**src/rtl/fsm_generador_secuencia.sv**
```systemverilog
// Serial pattern transmitter: shifts a latched pattern out MSB-first, repeated reps times.
// Optional separator bit between repetitions when FSM_GEN_GAP_EN is defined.
module fsm_generador_secuencia #(
    parameter int WIDTH      = 8,
    parameter int BIT_CYCLES = 1,
    parameter int REP_W      = 4
) (
    input  logic                       clk,
    input  logic                       rst,
    input  logic                       start,
    input  logic [WIDTH-1:0]           pattern,
    input  logic [$clog2(WIDTH):0]     len,
    input  logic [REP_W-1:0]           reps,
    output logic                       x_out,
    output logic                       valid,
    output logic                       busy,
    output logic                       done
);
    localparam int LW = $clog2(WIDTH) + 1;
    localparam int IW = (WIDTH > 1) ? $clog2(WIDTH) : 1;
    localparam int HW = (BIT_CYCLES > 1) ? $clog2(BIT_CYCLES) : 1;
    localparam logic [HW-1:0] HOLD_MAX = HW'(BIT_CYCLES - 1);

    typedef enum logic [1:0] {
        IDLE  = 2'd0,
        SHIFT = 2'd1,
        GAP   = 2'd2,
        DONE  = 2'd3
    } state_t;

    state_t           state;
    logic [WIDTH-1:0] pat_q;
    logic [IW-1:0]    last_idx;
    logic [IW-1:0]    idx;
    logic [HW-1:0]    hold;
    logic [REP_W-1:0] reps_q;
    logic [REP_W-1:0] rep_cnt;

    logic [LW-1:0]    len_eff;
    logic [REP_W-1:0] reps_eff;
    logic [IW-1:0]    first_idx;

    always_comb begin
        len_eff   = (len > LW'(WIDTH)) ? LW'(WIDTH) : len;
        reps_eff  = (reps == '0) ? REP_W'(1) : reps;
        first_idx = IW'(len_eff - LW'(1));
    end

    always_ff @(posedge clk) begin
        if (rst) begin
            state    <= IDLE;
            pat_q    <= '0;
            last_idx <= '0;
            idx      <= '0;
            hold     <= '0;
            reps_q   <= '0;
            rep_cnt  <= '0;
            x_out    <= 1'b0;
            valid    <= 1'b0;
            busy     <= 1'b0;
            done     <= 1'b0;
        end else begin
            unique case (state)
                IDLE: begin
                    done <= 1'b0;
                    if (start) begin
                        pat_q    <= pattern;
                        reps_q   <= reps_eff;
                        last_idx <= first_idx;
                        idx      <= first_idx;
                        hold     <= '0;
                        rep_cnt  <= REP_W'(1);
                        if (len_eff == '0) begin
                            state <= DONE;
                            done  <= 1'b1;
                        end else begin
                            state <= SHIFT;
                            x_out <= pattern[first_idx];
                            valid <= 1'b1;
                            busy  <= 1'b1;
                        end
                    end
                end
                SHIFT: begin
                    if (hold != HOLD_MAX) begin
                        hold <= hold + HW'(1);
                    end else begin
                        hold <= '0;
                        if (idx != '0) begin
                            idx   <= idx - IW'(1);
                            x_out <= pat_q[idx - IW'(1)];
                        end else if (rep_cnt < reps_q) begin
                            rep_cnt <= rep_cnt + REP_W'(1);
                            idx     <= last_idx;
`ifdef FSM_GEN_GAP_EN
                            state   <= GAP;
                            x_out   <= 1'b0;
                            valid   <= 1'b0;
`else
                            x_out   <= pat_q[last_idx];
`endif
                        end else begin
                            state <= DONE;
                            x_out <= 1'b0;
                            valid <= 1'b0;
                            busy  <= 1'b0;
                            done  <= 1'b1;
                        end
                    end
                end
`ifdef FSM_GEN_GAP_EN
                // Separator period; idx already reloaded for the next repetition
                GAP: begin
                    if (hold != HOLD_MAX) begin
                        hold <= hold + HW'(1);
                    end else begin
                        hold  <= '0;
                        state <= SHIFT;
                        x_out <= pat_q[idx];
                        valid <= 1'b1;
                    end
                end
`endif
                DONE: begin
                    state   <= IDLE;
                    done    <= 1'b0;
                    x_out   <= 1'b0;
                    valid   <= 1'b0;
                    busy    <= 1'b0;
                    hold    <= '0;
                    idx     <= '0;
                    rep_cnt <= '0;
                end
                default: begin
                    state <= IDLE;
                    x_out <= 1'b0;
                    valid <= 1'b0;
                    busy  <= 1'b0;
                    done  <= 1'b0;
                    hold  <= '0;
                end
            endcase
        end
    end
endmodule

```
**config.mk**
```make
export PLATFORM = sky130hd
export DESIGN_NAME = fsm_generador_secuencia
export DESIGN_NICKNAME = d
export VERILOG_FILES = /design/src/rtl/fsm_generador_secuencia.sv
export SDC_FILE = /design/constraint.sdc
export NUM_CORES = 1
export LEC_CHECK = 0
export BUFFER_PORTS_ARGS = -buffer_cell sky130_fd_sc_hd__buf_2
export CORE_MARGIN = 2
export CORE_UTILIZATION = 45
export DETAILED_ROUTE_END_ITERATION = 8
export GPL_ROUTABILITY_DRIVEN = 0
export PLACE_DENSITY = 0.76
export SLEW_MARGIN = 30
export SYNTH_ARGS = -nofsm -noshare
export SYNTH_HDL_FRONTEND = slang
export SYNTH_SLANG_ARGS = --single-unit
```
**constraint.sdc**
```tcl
create_clock -name clk -period 2.4 [get_ports clk]
set_clock_uncertainty 0.1 [all_clocks]
set_input_delay 0 -clock clk [delete_from_list [all_inputs] [get_ports clk]]
set_output_delay 0 -clock clk [all_outputs]
set_load 0.1 [all_outputs]
```
**After elaboration in Yosys (flattened, before gate mapping)**

Cells that the tools add are included.

- Add/subtract/negate cells: 4
- $lt $le $gt $ge: 5
- Equality and inequality tests: 9
- Muxes and demuxes: 45
- Reduce and logical (&&, ||, !) cells: 12

Operator list:

| cell | count |
|---|---|
| 4-bit 2-to-1 mux | 6 |
| 1-bit 2-to-1 mux | 20 |
| 3-bit by 4-bit < comparator with 1-bit output (second input constant) | 3 |
| 3-bit 2-to-1 mux | 4 |
| 2-bit inequality test (second input constant) | 6 |
| 4-bit one-hot mux with 3 select lines | 1 |
| 2-bit 2-to-1 mux | 5 |
| 5-bit AND reduction | 2 |
| 1-bit binary-select mux with 3-bit select | 3 |
| 3-bit one-hot mux with 3 select lines | 1 |
| 4-bit zero test | 2 |
| 1-bit one-hot mux with 2 select lines | 4 |
| 4-bit AND reduction | 2 |
| 3-bit AND reduction | 2 |
| 3-bit nonzero test | 2 |
| 3-bit by 1-bit subtractor with 3-bit output (second input constant) | 2 |
| 4-bit by 1-bit adder with 4-bit output (second input constant) | 1 |
| 4-bit greater-than comparator (second input constant) | 1 |
| 4-bit < comparator | 1 |
| 2-bit one-hot mux with 2 select lines | 1 |
| 3-bit inequality test (second input constant) | 1 |
| 2-bit by 1-bit equality test with 1-bit output (second input constant) | 1 |
| 2-bit equality test (second input constant) | 1 |
| 2-bit zero test | 1 |
| other kinds (2) | 2 |

- Bits in registers: 28
- Output and inout port bits: 4
- Logic and storage cells: 85

**Longest topological paths before layout**

Gate-level depths: netlist of run 1.

- Word-level depth: 8
- Mapped depth: 8

**Worst setup path after synthesis of run 1**

OpenSTA, ideal clock, no wires.

- Path kind: register to register
- Start point: register idx[0]
- End point: register idx[0]
- Setup time: 86 ps
- Data arrival time: 1731 ps
- Data required time: 2214 ps
- Setup slack: 484 ps
- Cell stages (with the launch flop): 7
- Path buffers: 0
- Period minus slack after synthesis: 1916 ps
- Path through: dfxtp_1 -> inv_1 -> ha_1 -> nand2b_1 -> o41ai_1 -> nor3_1 -> a211oi_1

- Cells in the longest elaborated chain, start to end: 4

Ends and longest elaborated chain:

| what | RTL line | source |
|---|---|---|
| start, declared | 34 | `logic [IW-1:0] idx;` |
| start signal, assigned | 70 | `idx <= first_idx;` |
| start signal, assigned | 90 | `idx <= idx - IW'(1);` |
| start signal, assigned | 94 | `idx <= last_idx;` |
| 3-bit by 1-bit subtractor with 3-bit output or 3-bit nonzero test (tied branches) | 90, 89 |  |
| 3-bit 2-to-1 mux | 89 | `if (idx != '0) begin` |
| 3-bit 2-to-1 mux | 85 | `if (hold != HOLD_MAX) begin` |
| 3-bit one-hot mux with 3 select lines | 63 | `unique case (state)` |

Parallel ways exist; a longest one is shown, timed or not. The select of a mux whose other input is x is not followed.
A chain may end at the register's enable or synchronous reset.

**Final worst setup path of run 1**

- Start point: input len[3]
- End point: register x_out

- Cells in the longest elaborated chain, start to end: 8

Ends and longest elaborated chain:

| what | RTL line | source |
|---|---|---|
| start, declared | 12 | `input logic [$clog2(WIDTH):0] len,` |
| 4-bit greater-than comparator | 44 | `len_eff = (len > LW'(WIDTH)) ? LW'(WIDTH) : len;` |
| 4-bit 2-to-1 mux * | 44 |  |
| 3-bit by 1-bit subtractor with 3-bit output | 46 | `first_idx = IW'(len_eff - LW'(1));` |
| 1-bit binary-select mux with 3-bit select | 78 | `x_out <= pattern[first_idx];` |
| 1-bit 2-to-1 mux (implied by the code) | 78 |  |
| 1-bit 2-to-1 mux | 73 | `if (len_eff == '0) begin` |
| 1-bit 2-to-1 mux | 66 | `if (start) begin` |
| 1-bit one-hot mux with 2 select lines | 63 |  |
| end signal, assigned | 78 |  |
| end signal, assigned | 91 | `x_out <= pat_q[idx - IW'(1)];` |
| end signal, assigned | 100 | `x_out <= pat_q[last_idx];` |
| end, declared | 14 | `output logic x_out,` |

Mark *: on every way between the ends. The rest lies on a longest branch, timed or not. The select of a mux whose other input is x is not followed.

==> results of run 1 <==
[logic make-up (layout without fill, tap and decap cells)]
logic type / Yosys count / in the layout
and+or+nand+nor: 73 / 73
AOI/OAI and AO/OA: 42 / 42
DFF: 27 / 27
buffers and inverters: 16 / 55
muxes: 12 / 12
adders and majority gates: 7 / 7
xor gates and xnor gates: 1 / 1
[layer usage]
metal	vias up	track usage [%]	wire (µm)
met5	-	0	0
met4	0	6.67	34
met3	3	2.17	162
met2	47	30.8	1670
met1	657	25.9	1660
li1	717	-	-
[power breakdown]
group	internal [mW]	total [mW]	switching [mW]
sequential	0.487	0.525	0.0381
combinational	0.155	0.365	0.209
clock	0.0655	0.206	0.140
[Yosys cell counts, types with 2 or more instances]
library cell	number	area share, %
ha_1	7	5.7
a211oi_1	8	3.9
nand2_1	28	6.9
nor2_1	16	3.9
inv_1	7	1.7
nor2b_1	5	2.1
clkbuf_1	6	1.5
mux4_2	5	7.4
a21oi_1	17	5.6
mux2i_1	6	3.9
nor4_1	2	0.82
dfxtp_1	27	35
o22ai_1	2	0.82
nor3_1	7	2.3
o21a_1	3	1.5
nand2b_1	7	2.9
[layout make-up]
| class | count | area, µm² | area share [%] |
|---|---|---|---|
| multi-input cells | 135 | 921 | 48.8 |
| well taps | 46 | 57.6 | 3.05 |
| clock buffers | 4 | 26.3 | 1.39 |
| inverters | 8 | 30.0 | 1.59 |
| flip-flops and latches | 27 | 541 | 28.6 |
| repair buffers | 43 | 313 | 16.6 |
[state kept, by name, summed over array words and instances (netlist names)]
signal and count:
pat_q 8, idx 3, done 1, busy 1, reps_q 4, rep_cnt 4
x_out 1, state 2, last_idx 3
[through the flow]
stage	instances	worst slack, ns
4_1_cts	263	0.133
3_5_place_dp	241	0.314
6_report	263	0.135
5_1_grt	263	0.0955
2_1_floorplan	178	0.484
3_3_place_gp	241	0.319
[worst min path at each step]
stage,slack (ns),to,start
floorplan,0.01,state[0],start
global placement,0.14,reps_q[0],reps[0]
detailed placement,0.15,reps_q[0],reps[0]
CTS,0.08,busy,len[2]
global route,0.11,x_out,len[2]
finish,0.09,x_out,len[2]
[cell usage in the layout, fill, tap and decap left out, drive strengths merged, types with 7 or more instances in the layout]
cell type	n
buf	25
inv	8
a211oi	8
dfxtp	27
ha	7
nor3	7
dlygate4sd3	18
nand2b	7
nor2	16
nand2	28
a21oi	17
[tightest hold or removal path, cell delays in order]
cell	delay, ns
buf_2	0.13
a21oi_1	0.12
or4b_1	0.12
a32o_1	0.14
==> impl_results.md, run 1 <==
* Status: completed
* Max_slew headroom at 66.0%
* Flops & latches, synth at 27
* Critical path arrival at 2.42 ns
* Vias in the first global route at 1300
* Final Core Density at 57.5%
* DRC at 0
* Critical path depth at 8
* Crit share post-route at 94.4%
* Initial core utilization at 46.4%
* Hpwl dp at 2.55 mm
* Hold Buf Count CTS at 18
* CP startpoint: len[3]
* Post-synthesis xor/xnor area fraction at 0.574%
* Drt first pass iters at 4
* Post-layout min period at 2.27 ns
* Syn nets at 204
* Compound-Gate Fraction of Synth Area at 18.4%
* Synthesized area at 1530 µm²
* Row cnt at 21
* Total track usage at 18.8%
* Die area at 3870 µm²
* R2R Path End: reps_q[0]
* Filler cell count in the final layout at 317
* Initial antenna violation count at 0
* Tot Pwr at 1.10 mW
* Setup CP Type: primary input to flop
* Chip Height at 62.2 µm
* Post-DP Area at 1680 µm²
* Startpoint Class: primary input
* Largest net degree at the start of global routing at 28
* Final ANT Viol Nets at 0
* Crit-path cells: dlygate4sd3_1 > buf_2 > and2b_2 > inv_2 > ha_1 > mux4_2 > or4b_1 > a32o_1
* Final net count at 244
* First-pass GRT wire length at 5.87 mm
* Buffers & Inverters on Critical Path at 3
* VDD IR-drop max at 0.000295 V
* CP endpoint: x_out
* Final setup viols at 0
* Global route total overflow at 0
* Post-synthesis adder-cell area fraction at 5.74%
* Diodes inserted at 0
* Final Hold Vio Count at 0
* Crit-path max cell delay at 0.53 ns
* Slew Viols, Final at 0
* Syn Area/Cell at 8.57 µm²
* Leak Pwr at 0.738 nW
* Core Area at 3280 µm²
* PortBufs at 22
* Hold depth at 4
* Clock tree sinks at 27
* Worst Hold Class: primary input to flop
* Library cells used by synthesis at 41
* Measured slew at the worst slew-check pin at 0.507 ns
* Area grow syn2layout at 23.8%
* Wire per inst at 13.4 µm
* Ys flop type: dfxtp_1
* Reg-to-reg setup timing slack at 0.31 ns
* H-tree depth at 1
* Vias/cell at 5.41
* PD cells at 580 nW/µm²
* Final hold slack at 0.0892 ns
* Post-synth EDFFs at 0
* Synth warn at 0
* Slowest CP cell: dlygate4sd3_1
* Syn Inst Count at 178
* Largest delay contributor family on the critical path: simple AND/OR/NAND/NOR gates
* Critical path endpoint category: flop
* Reg-to-Reg Start: state[1]
* Post-Route WL at 3.52 mm
* Design Area, Final at 1890 µm²
* Critical Path Fanout Max at 6
* CTS tree: built
* Max Cap Viol at 0
* Post-synthesis sequential area ratio at 35.4%
* Peak Freq at 441 MHz
* Die width at 62.2 µm
* Layout cells sized above 1 at 17.5%
* Largest family of logic cells by synthesized area: simple AND/OR/NAND/NOR gates
* Setup tns final at 0 ns
* Vias at 1424
* Req. time, crit path at 2.55 ns
* Number of buffers added for setup after CTS at 0
* Multiplexer area fraction after synthesis at 13.0%
* Async SR Flop Fraction at 0%
* FF-to-FF path depth at 7
* Num CTS Buffers at 3
* RSZ-0062 raised after global routing: no
* CTS clk-pin slew, worst paths at 0.14 ns
* Worst-Skew Late Latency at 0.34 ns
* CTS Buffer Depth at 2
* I/O Pins at 23
* Initial DRC Count at 61
* Clock root buffer: clkbuf_4
* Synth Area in Simple Gates at 22.6%
* CTS resizes at 0
(Power assumes the default switching activity.)
==> run 2: changes to the inputs <==
--- a/config.mk
+++ b/config.mk
@@ -6,10 +6,10 @@
 export NUM_CORES = 1
 export LEC_CHECK = 0
 export BUFFER_PORTS_ARGS = -buffer_cell sky130_fd_sc_hd__buf_2
-export CORE_MARGIN = 2
 export CORE_UTILIZATION = 45
 export DETAILED_ROUTE_END_ITERATION = 8
 export GPL_ROUTABILITY_DRIVEN = 0
+export GPL_TIMING_DRIVEN = 0
 export PLACE_DENSITY = 0.76
 export SLEW_MARGIN = 30
 export SYNTH_ARGS = -nofsm -noshare
==> constraint.sdc (replaced) <==
create_clock -name clk -period 2.5 [get_ports clk]
set_clock_uncertainty 0.1 [all_clocks]
set_input_delay 0 -clock clk [delete_from_list [all_inputs] [get_ports clk]]
set_output_delay 0 -clock clk [all_outputs]
set_load 0.1 [all_outputs]
==> impl_results.md, run 2 (synthesized netlist as in run 1, its figures left out) <==
* Clock root buffer: clkbuf_4 (unchanged)
* Setup tns final at 0 ns (unchanged)
* Critical path endpoint category: flop (unchanged)
* I/O Pins at 23 (unchanged)
* Critical path arrival at 2.42 ns (about the same)
* Final Core Density at 60.5% (was 57.5%)
* Slowest CP cell: dlygate4sd3_1 (unchanged)
* Startpoint Class: primary input (unchanged)
* Reg-to-reg setup timing slack at 0.29 ns (was 0.31 ns)
* VDD IR-drop max at 0.000497 V (was 0.000295 V)
* Core Area at 3130 µm² (was 3280 µm²)
* Tot Pwr at 1.05 mW (was 1.10 mW)
* CTS tree: built (unchanged)
* Int Power at 0.675 mW (was 0.708 mW)
* Total track usage at 21.2% (was 18.8%)
* Largest net degree at the start of global routing at 16 (was 28)
* Commonest non-fill, non-tap cells in the layout: nand2_1, dfxtp_1, buf_2, a21oi_1, dlygate4sd3_1 (was nand2_1, dfxtp_1, buf_2, dlygate4sd3_1, a21oi_1)
* CTS clk-pin slew, worst paths at 0.14 ns (about the same)
* Cell Count, Final, Fillers Out at 264 (was 263)
* Status: completed (unchanged)
* Drt first pass iters at 4 (unchanged)
* Num CTS Buffers at 3 (unchanged)
* Initial core utilization at 48.8% (was 46.4%)
* Crit-path max cell delay at 0.54 ns (was 0.53 ns)
* PortBufs at 21 (was 22)
* Clock tree sinks at 27 (unchanged)
* Final Hold Vio Count at 0 (unchanged)
* Final ANT Viol Nets at 0 (unchanged)
* Comb power frac at 34.0% (was 33.3%)
* Area grow syn2layout at 24.0% (was 23.8%)
* DRC at 0 (unchanged)
* Req. time, crit path at 2.64 ns (was 2.55 ns)
* H-tree depth at 1 (unchanged)
* Post-layout min period at 2.28 ns
* Most common cell after layout, fill and taps aside: nand2_1 (unchanged)
* Flop pwr share at 47.6% (was 47.9%)
* P_sw at 0.375 mW (was 0.388 mW)
* Vias/cell at 5.30 (was 5.41)
* Global route total overflow at 0 (unchanged)
* Post-DP Area at 1690 µm² (was 1680 µm²)
* Die area at 3630 µm² (was 3870 µm²)
* Largest regs: pat_q: 8 flops, rep_cnt: 4 flops, reps_q: 4 flops (unchanged)
* Critical Path Fanout Max at 6 (unchanged)
* Worst Hold Class: primary input to flop (unchanged)
* Post-Place Setup Slack at 0.203 ns (was 0.314 ns)
* Measured slew at the worst slew-check pin at 0.569 ns (was 0.507 ns)
* Leak Pwr at 0.738 nW (about the same)
* First-pass GRT wire length at 5.75 mm (was 5.87 mm)
* Max_slew headroom at 61.7% (was 66.0%)
* Worst-Skew Late Latency at 0.33 ns (was 0.34 ns)
* Diodes inserted at 0 (unchanged)
* Hpwl dp at 2.48 mm (was 2.55 mm)
* PD cells at 555 nW/µm² (was 580 nW/µm²)
* Top reg by flops: pat_q (unchanged)
* Vias at 1399 (was 1424)
* Row cnt at 20 (was 21)
* Peak Freq at 439 MHz
* Number of buffers added for setup after CTS at 0 (unchanged)
* Final net count at 247 (was 244)
* Crit share post-route at 91.2%
* Slew Viols, Final at 0 (unchanged)
* Placed Cells at 243 (was 241)
* Layout cells sized above 1 at 17.3% (was 17.5%)
* Filler cell count in the final layout at 286 (was 317)
* Clk pwr share at 18.4% (was 18.8%)
* Final setup viols at 0 (unchanged)
* RSZ-0062 raised after global routing: no (unchanged)
* CTS Buffer Depth at 2 (unchanged)
* Wire per inst at 13.0 µm (was 13.4 µm)
* Max Cap Viol at 0 (unchanged)
* Initial antenna violation count at 0 (unchanged)
* Final hold slack at 0.0293 ns (was 0.0892 ns)
* Setup CP Type: primary input to flop (unchanged)
* Die width at 60.2 µm (was 62.2 µm)
* Vias in the first global route at 1329 (was 1300)
* Max reg flops at 8 (unchanged)
* Chip Height at 60.2 µm (was 62.2 µm)
* Final setup margin at 0.220 ns (was 0.135 ns)
* Switching share of total power at 35.7% (was 35.4%)
* Crit-path cells: dlygate4sd3_1 > buf_2 > and2b_2 > inv_2 > ha_1 > mux4_2 > or4b_1 > a32o_1 (unchanged)
* Initial DRC Count at 23 (was 61)
* Post-Route WL at 3.44 mm (was 3.52 mm)
* Design Area, Final at 1890 µm² (about the same)
## run 2: cell count changes in the layout (fill, tap and decap cells not counted), sizes merged
cell,before,now
clkbuf,4,9
buf,25,23
clkinv,0,1
dlygate4sd3,18,17
## run 2: per-layer routing
layer	wire length, µm	global-route usage (%)
met5	0	0
met4	40	3.32
met3	89	3.90
met2	1670	38.0
met1	1640	26.7
## run 2: final timing paths
| path | endpoint | start | cells after the start |
|---|---|---|---|
| setup / recovery | x_out | len[3] | 8 |
| hold / removal | last_idx[0] | len[0] | 3 |
| setup reg to reg | reps_q[0] | state[1] | 7 |
| hold reg to reg | reps_q[1] | reps_q[1] | 2 |
## run 2: power groups by stage
stage | Combinational, mW | Clock, mW | Sequential (mW)
floorplan | 0.221 | 0 | 0.537
global placement | 0.324 | 0 | 0.507
detailed placement | 0.329 | 0 | 0.508
CTS | 0.353 | 0.202 | 0.499
global route | 0.392 | 0.215 | 0.504
finish | 0.357 | 0.194 | 0.499
## run 2: worst max-delay path, delay by kind of cell
family          cells  cell delay, ns
compound gates      1            0.23
fa+ha+maj           1            0.36
simple gates        2            0.77
buf+inv             3            0.75
mux                 1            0.30
## run 2: area by class of cell
cell class | count | area (µm²) | share of cell area, %
Sequential cell | 27 | 541 | 28.6
Multi-Input combinational cell | 135 | 928 | 49.1
Clock inverter | 1 | 5.00 | 0.265
Clock buffer | 3 | 22.5 | 1.19
Buffer | 8 | 35.0 | 1.85
Inverter | 8 | 30.0 | 1.59
Timing Repair Buffer | 38 | 275 | 14.6
Tap cell | 44 | 55.1 | 2.91
## run 2: repair_timing
item	4_1_cts	5_1_grt
endpoints found under the setup margin	0	1
hold buffers	17	0
endpoints found under the hold margin	17	0
resized for setup	0	2
==> run 3: changes to the inputs <==
--- a/config.mk
+++ b/config.mk
@@ -5,6 +5,7 @@
 export SDC_FILE = /design/constraint.sdc
 export NUM_CORES = 1
 export LEC_CHECK = 0
+export ABC_AREA = 1
 export BUFFER_PORTS_ARGS = -buffer_cell sky130_fd_sc_hd__buf_2
 export CORE_UTILIZATION = 45
 export DETAILED_ROUTE_END_ITERATION = 8
==> impl_results.md, run 3 <==
* Status: completed (unchanged)
* Final Core Density at 58.6% (was 60.5%)
* Wire per inst at 11.6 µm (was 13.0 µm)
* Num CTS Buffers at 3 (unchanged)
* PortBufs at 21 (unchanged)
* Multiplexer area fraction after synthesis at 0% (was 13.0%)
* Post-synth EDFFs at 0 (unchanged)
* Max reg flops at 8 (unchanged)
* Hpwl dp at 2.84 mm (was 2.48 mm)
* Synth area leaders: dfxtp_1, nand2_1, inv_1 (was dfxtp_1, mux4_2, nand2_1)
* Most frequent cell after synthesis: nand2_1 (unchanged)
* Met3 usage at 2.19% (was 3.90%)
* CTS tree: built (unchanged)
* Post-synthesis sequential area ratio at 32.8% (was 35.4%)
* Req. time, crit path at 2.63 ns (was 2.64 ns)
* Post-synth top area share at 32.8% (was 35.4%)
* Flop pwr share at 41.8% (was 47.6%)
* Worst Hold Class: primary input to flop (unchanged)
* Vias in the first global route at 1615 (was 1329)
* Hold endpoint: last_idx[0] (unchanged)
* DRC at 0 (unchanged)
* Vias at 1679 (was 1399)
* Post-DP Area at 1810 µm² (was 1690 µm²)
* Core Area at 3420 µm² (was 3130 µm²)
* I/O Pins at 23 (unchanged)
* Post-synthesis xor/xnor area fraction at 1.59% (was 0.574%)
* Critical path endpoint category: flop (unchanged)
* Reg-to-reg setup timing slack at 0.67 ns (was 0.29 ns)
* Reg-to-Reg Start: state[1] (unchanged)
* Initial core utilization at 48.3% (was 48.8%)
* RSZ-0062 raised after global routing: no (unchanged)
* CTS clk-pin slew, worst paths at 0.15 ns (was 0.14 ns)
* Setup tns final at 0 ns (unchanged)
* Row cnt at 21 (was 20)
* Int Power at 0.742 mW (was 0.675 mW)
* First-pass GRT wire length at 6.91 mm (was 5.75 mm)
* Initial DRC Count at 37 (was 23)
* Die area at 3910 µm² (was 3630 µm²)
* Measured slew at the worst slew-check pin at 0.484 ns (was 0.569 ns)
* Final setup viols at 0 (unchanged)
* Worst-Skew Late Latency at 0.32 ns (was 0.33 ns)
* Syn nets at 282 (was 204)
* Yosys top cell by area: dfxtp_1 (unchanged)
* H-tree depth at 1 (unchanged)
* Max_slew headroom at 68.0% (was 61.7%)
* Crit share post-route at 73.2% (was 91.2%)
* Top reg by flops: pat_q (unchanged)
* Placed Cells at 323 (was 243)
* PD cells at 643 nW/µm² (was 555 nW/µm²)
* P_sw at 0.545 mW (was 0.375 mW)
* Tot Pwr at 1.29 mW (was 1.05 mW)
* Post-synthesis adder-cell area fraction at 5.31% (was 5.74%)
* Clk pwr share at 14.8% (was 18.4%)
* Flops & latches, synth at 27 (unchanged)
* Comb power frac at 43.4% (was 34.0%)
* Initial antenna violation count at 0 (unchanged)
* Ys flop type: dfxtp_1 (unchanged)
* Final Hold Vio Count at 0 (unchanged)
* GR peak layer: met2 (unchanged)
* Global route total overflow at 0 (unchanged)
* VDD IR-drop max at 0.000425 V (was 0.000497 V)
* Layout cells sized above 1 at 16.8% (was 17.3%)
* Post-Route WL at 3.97 mm (was 3.44 mm)
* Syn Area/Cell at 6.45 µm² (was 8.57 µm²)
* Chip Height at 62.6 µm (was 60.2 µm)
* Drt first pass iters at 6 (was 4)
* Largest regs: pat_q: 8 flops, rep_cnt: 4 flops, reps_q: 4 flops (unchanged)
* Synth Area in Simple Gates at 32.3% (was 22.6%)
* Met2 GRT Util at 39.7% (was 38.0%)
* Hold depth at 5 (was 3)
* GR Util met1 at 25.6% (was 26.7%)
* Commonest cells post-synth: nand2_1, inv_1, dfxtp_1, nor2_1 (was nand2_1, dfxtp_1, a21oi_1, nor2_1, a211oi_1)
* Max Cap Viol at 0 (unchanged)
* Commonest non-fill, non-tap cells in the layout: nand2_1, inv_1, dfxtp_1, buf_2, nor2_1 (was nand2_1, dfxtp_1, buf_2, a21oi_1, dlygate4sd3_1)
* Final net count at 324 (was 247)
* Peak Freq at 546 MHz (was 439 MHz)
* Vias/cell at 4.90 (was 5.30)
* Hold path start: len[3] (was len[0])
* Post-Place Setup Slack at 0.779 ns (was 0.203 ns)
* Die width at 62.6 µm (was 60.2 µm)
* Critical Path Fanout Max at 10 (was 6)
* Clock tree sinks at 27 (unchanged)
* Switching share of total power at 42.3% (was 35.7%)
* Largest net degree at the start of global routing at 16 (unchanged)
* Leak Pwr at 1.00 nW (was 0.738 nW)
* Design Area, Final at 2000 µm² (was 1890 µm²)
* Startpoint Class: flop (was primary input)
* Final hold slack at 0.0285 ns (was 0.0293 ns)
* Async SR Flop Fraction at 0% (unchanged)
* Final ANT Viol Nets at 0 (unchanged)
* CTS Buffer Depth at 2 (unchanged)
* R2R Path End: reps_q[0] (unchanged)
* Synthesized area at 1650 µm² (was 1530 µm²)
* Area grow syn2layout at 21.2% (was 24.0%)
* Slew Viols, Final at 0 (unchanged)
* Clock root buffer: clkbuf_4 (unchanged)
* Total track usage at 22.1% (was 21.2%)
* Diodes inserted at 0 (unchanged)
* Number of buffers added for setup after CTS at 0 (unchanged)
* Final setup margin at 0.669 ns (was 0.220 ns)
* Cell Count, Final, Fillers Out at 343 (was 264)
* Setup CP Type: flop to flop (was primary input to flop)
* Library cells used by synthesis at 29 (was 41)
* Post-layout min period at 1.83 ns (was 2.28 ns)
* Synth warn at 0 (unchanged)
* Critical path arrival at 1.97 ns (was 2.42 ns)
* Syn Inst Count at 256 (was 178)
* Largest family of logic cells by synthesized area: simple AND/OR/NAND/NOR gates (unchanged)
* Compound-Gate Fraction of Synth Area at 15.3% (was 18.4%)
* Most common cell after layout, fill and taps aside: nand2_1 (unchanged)
* FF-to-FF path depth at 6 (was 7)
[run 3: changes by cell type in the layout (fill, tap and decap cells not counted), moves of 6 or more]
cell	delta
a211oi_1	-8
nand2_1	+36
inv_2	+9
o21ai_1	+9
mux2i_1	-6
nand2b_1	-7
inv_1	+27
o21ai_0	+14
nand3_1	+19
[run 3: how the worst max path moves through the flow]
stage | from | end | slack [ns] | depth (start not counted)
after detailed placement | idx[0] | x_out | 0.78 | 10
after global placement | idx[0] | x_out | 0.78 | 10
after global routing | state[1] | reps_q[0] | 0.57 | 6
after CTS | state[1] | reps_q[0] | 0.68 | 6
after floorplan | busy | valid | 1.03 | 1
final | state[1] | reps_q[0] | 0.67 | 6
[run 3: final cells by class]
cell class	count	area, µm²
plain buffers	6	41.3
clock buffers	3	22.5
clock inverters	1	5.00
fillers	353	1420
inverters	45	169
multi-input cells	178	900
flip-flops and latches	27	541
well taps	46	57.6
repair buffers	37	265
[run 3: kinds of logic after synthesis]
| group | after synthesis |
|---|---|
| xor+xnor | 3 |
| buf+inv | 51 |
| simple gates | 119 |
| compound gates | 49 |
| fa+ha+maj | 7 |
| flops | 27 |
[run 3: power groups by stage]
stage	combinational (mW)	clock, mW	sequential, mW
2_1_floorplan	0.380	0	0.583
3_3_place_gp	0.527	0	0.545
3_5_place_dp	0.535	0	0.546
4_1_cts	0.557	0.194	0.536
5_1_grt	0.635	0.203	0.544
6_report	0.559	0.190	0.538
[run 3: critical path, cell delays in order, from the launching register on]
cell           delay, ns
dfxtp_1             0.43
nor2_2              0.17
nand2_2             0.09
buf_4               0.18
nor3_1              0.16
dlygate4sd3_1       0.57
nor2_1              0.04
[run 3: timing repair]
| action | 4_1_cts | 5_1_grt |
|---|---|---|
| endpoints found under the hold margin | 21 | 0 |
| hold buffers | 16 | 0 |
| resized for setup | 0 | 0 |
[run 3: per-layer routing]
metal	share of wire, %	vias up
li1	-	892
met1	46	728
met2	48	47
met3	3.5	12
met4	2.5	0
met5	0	-
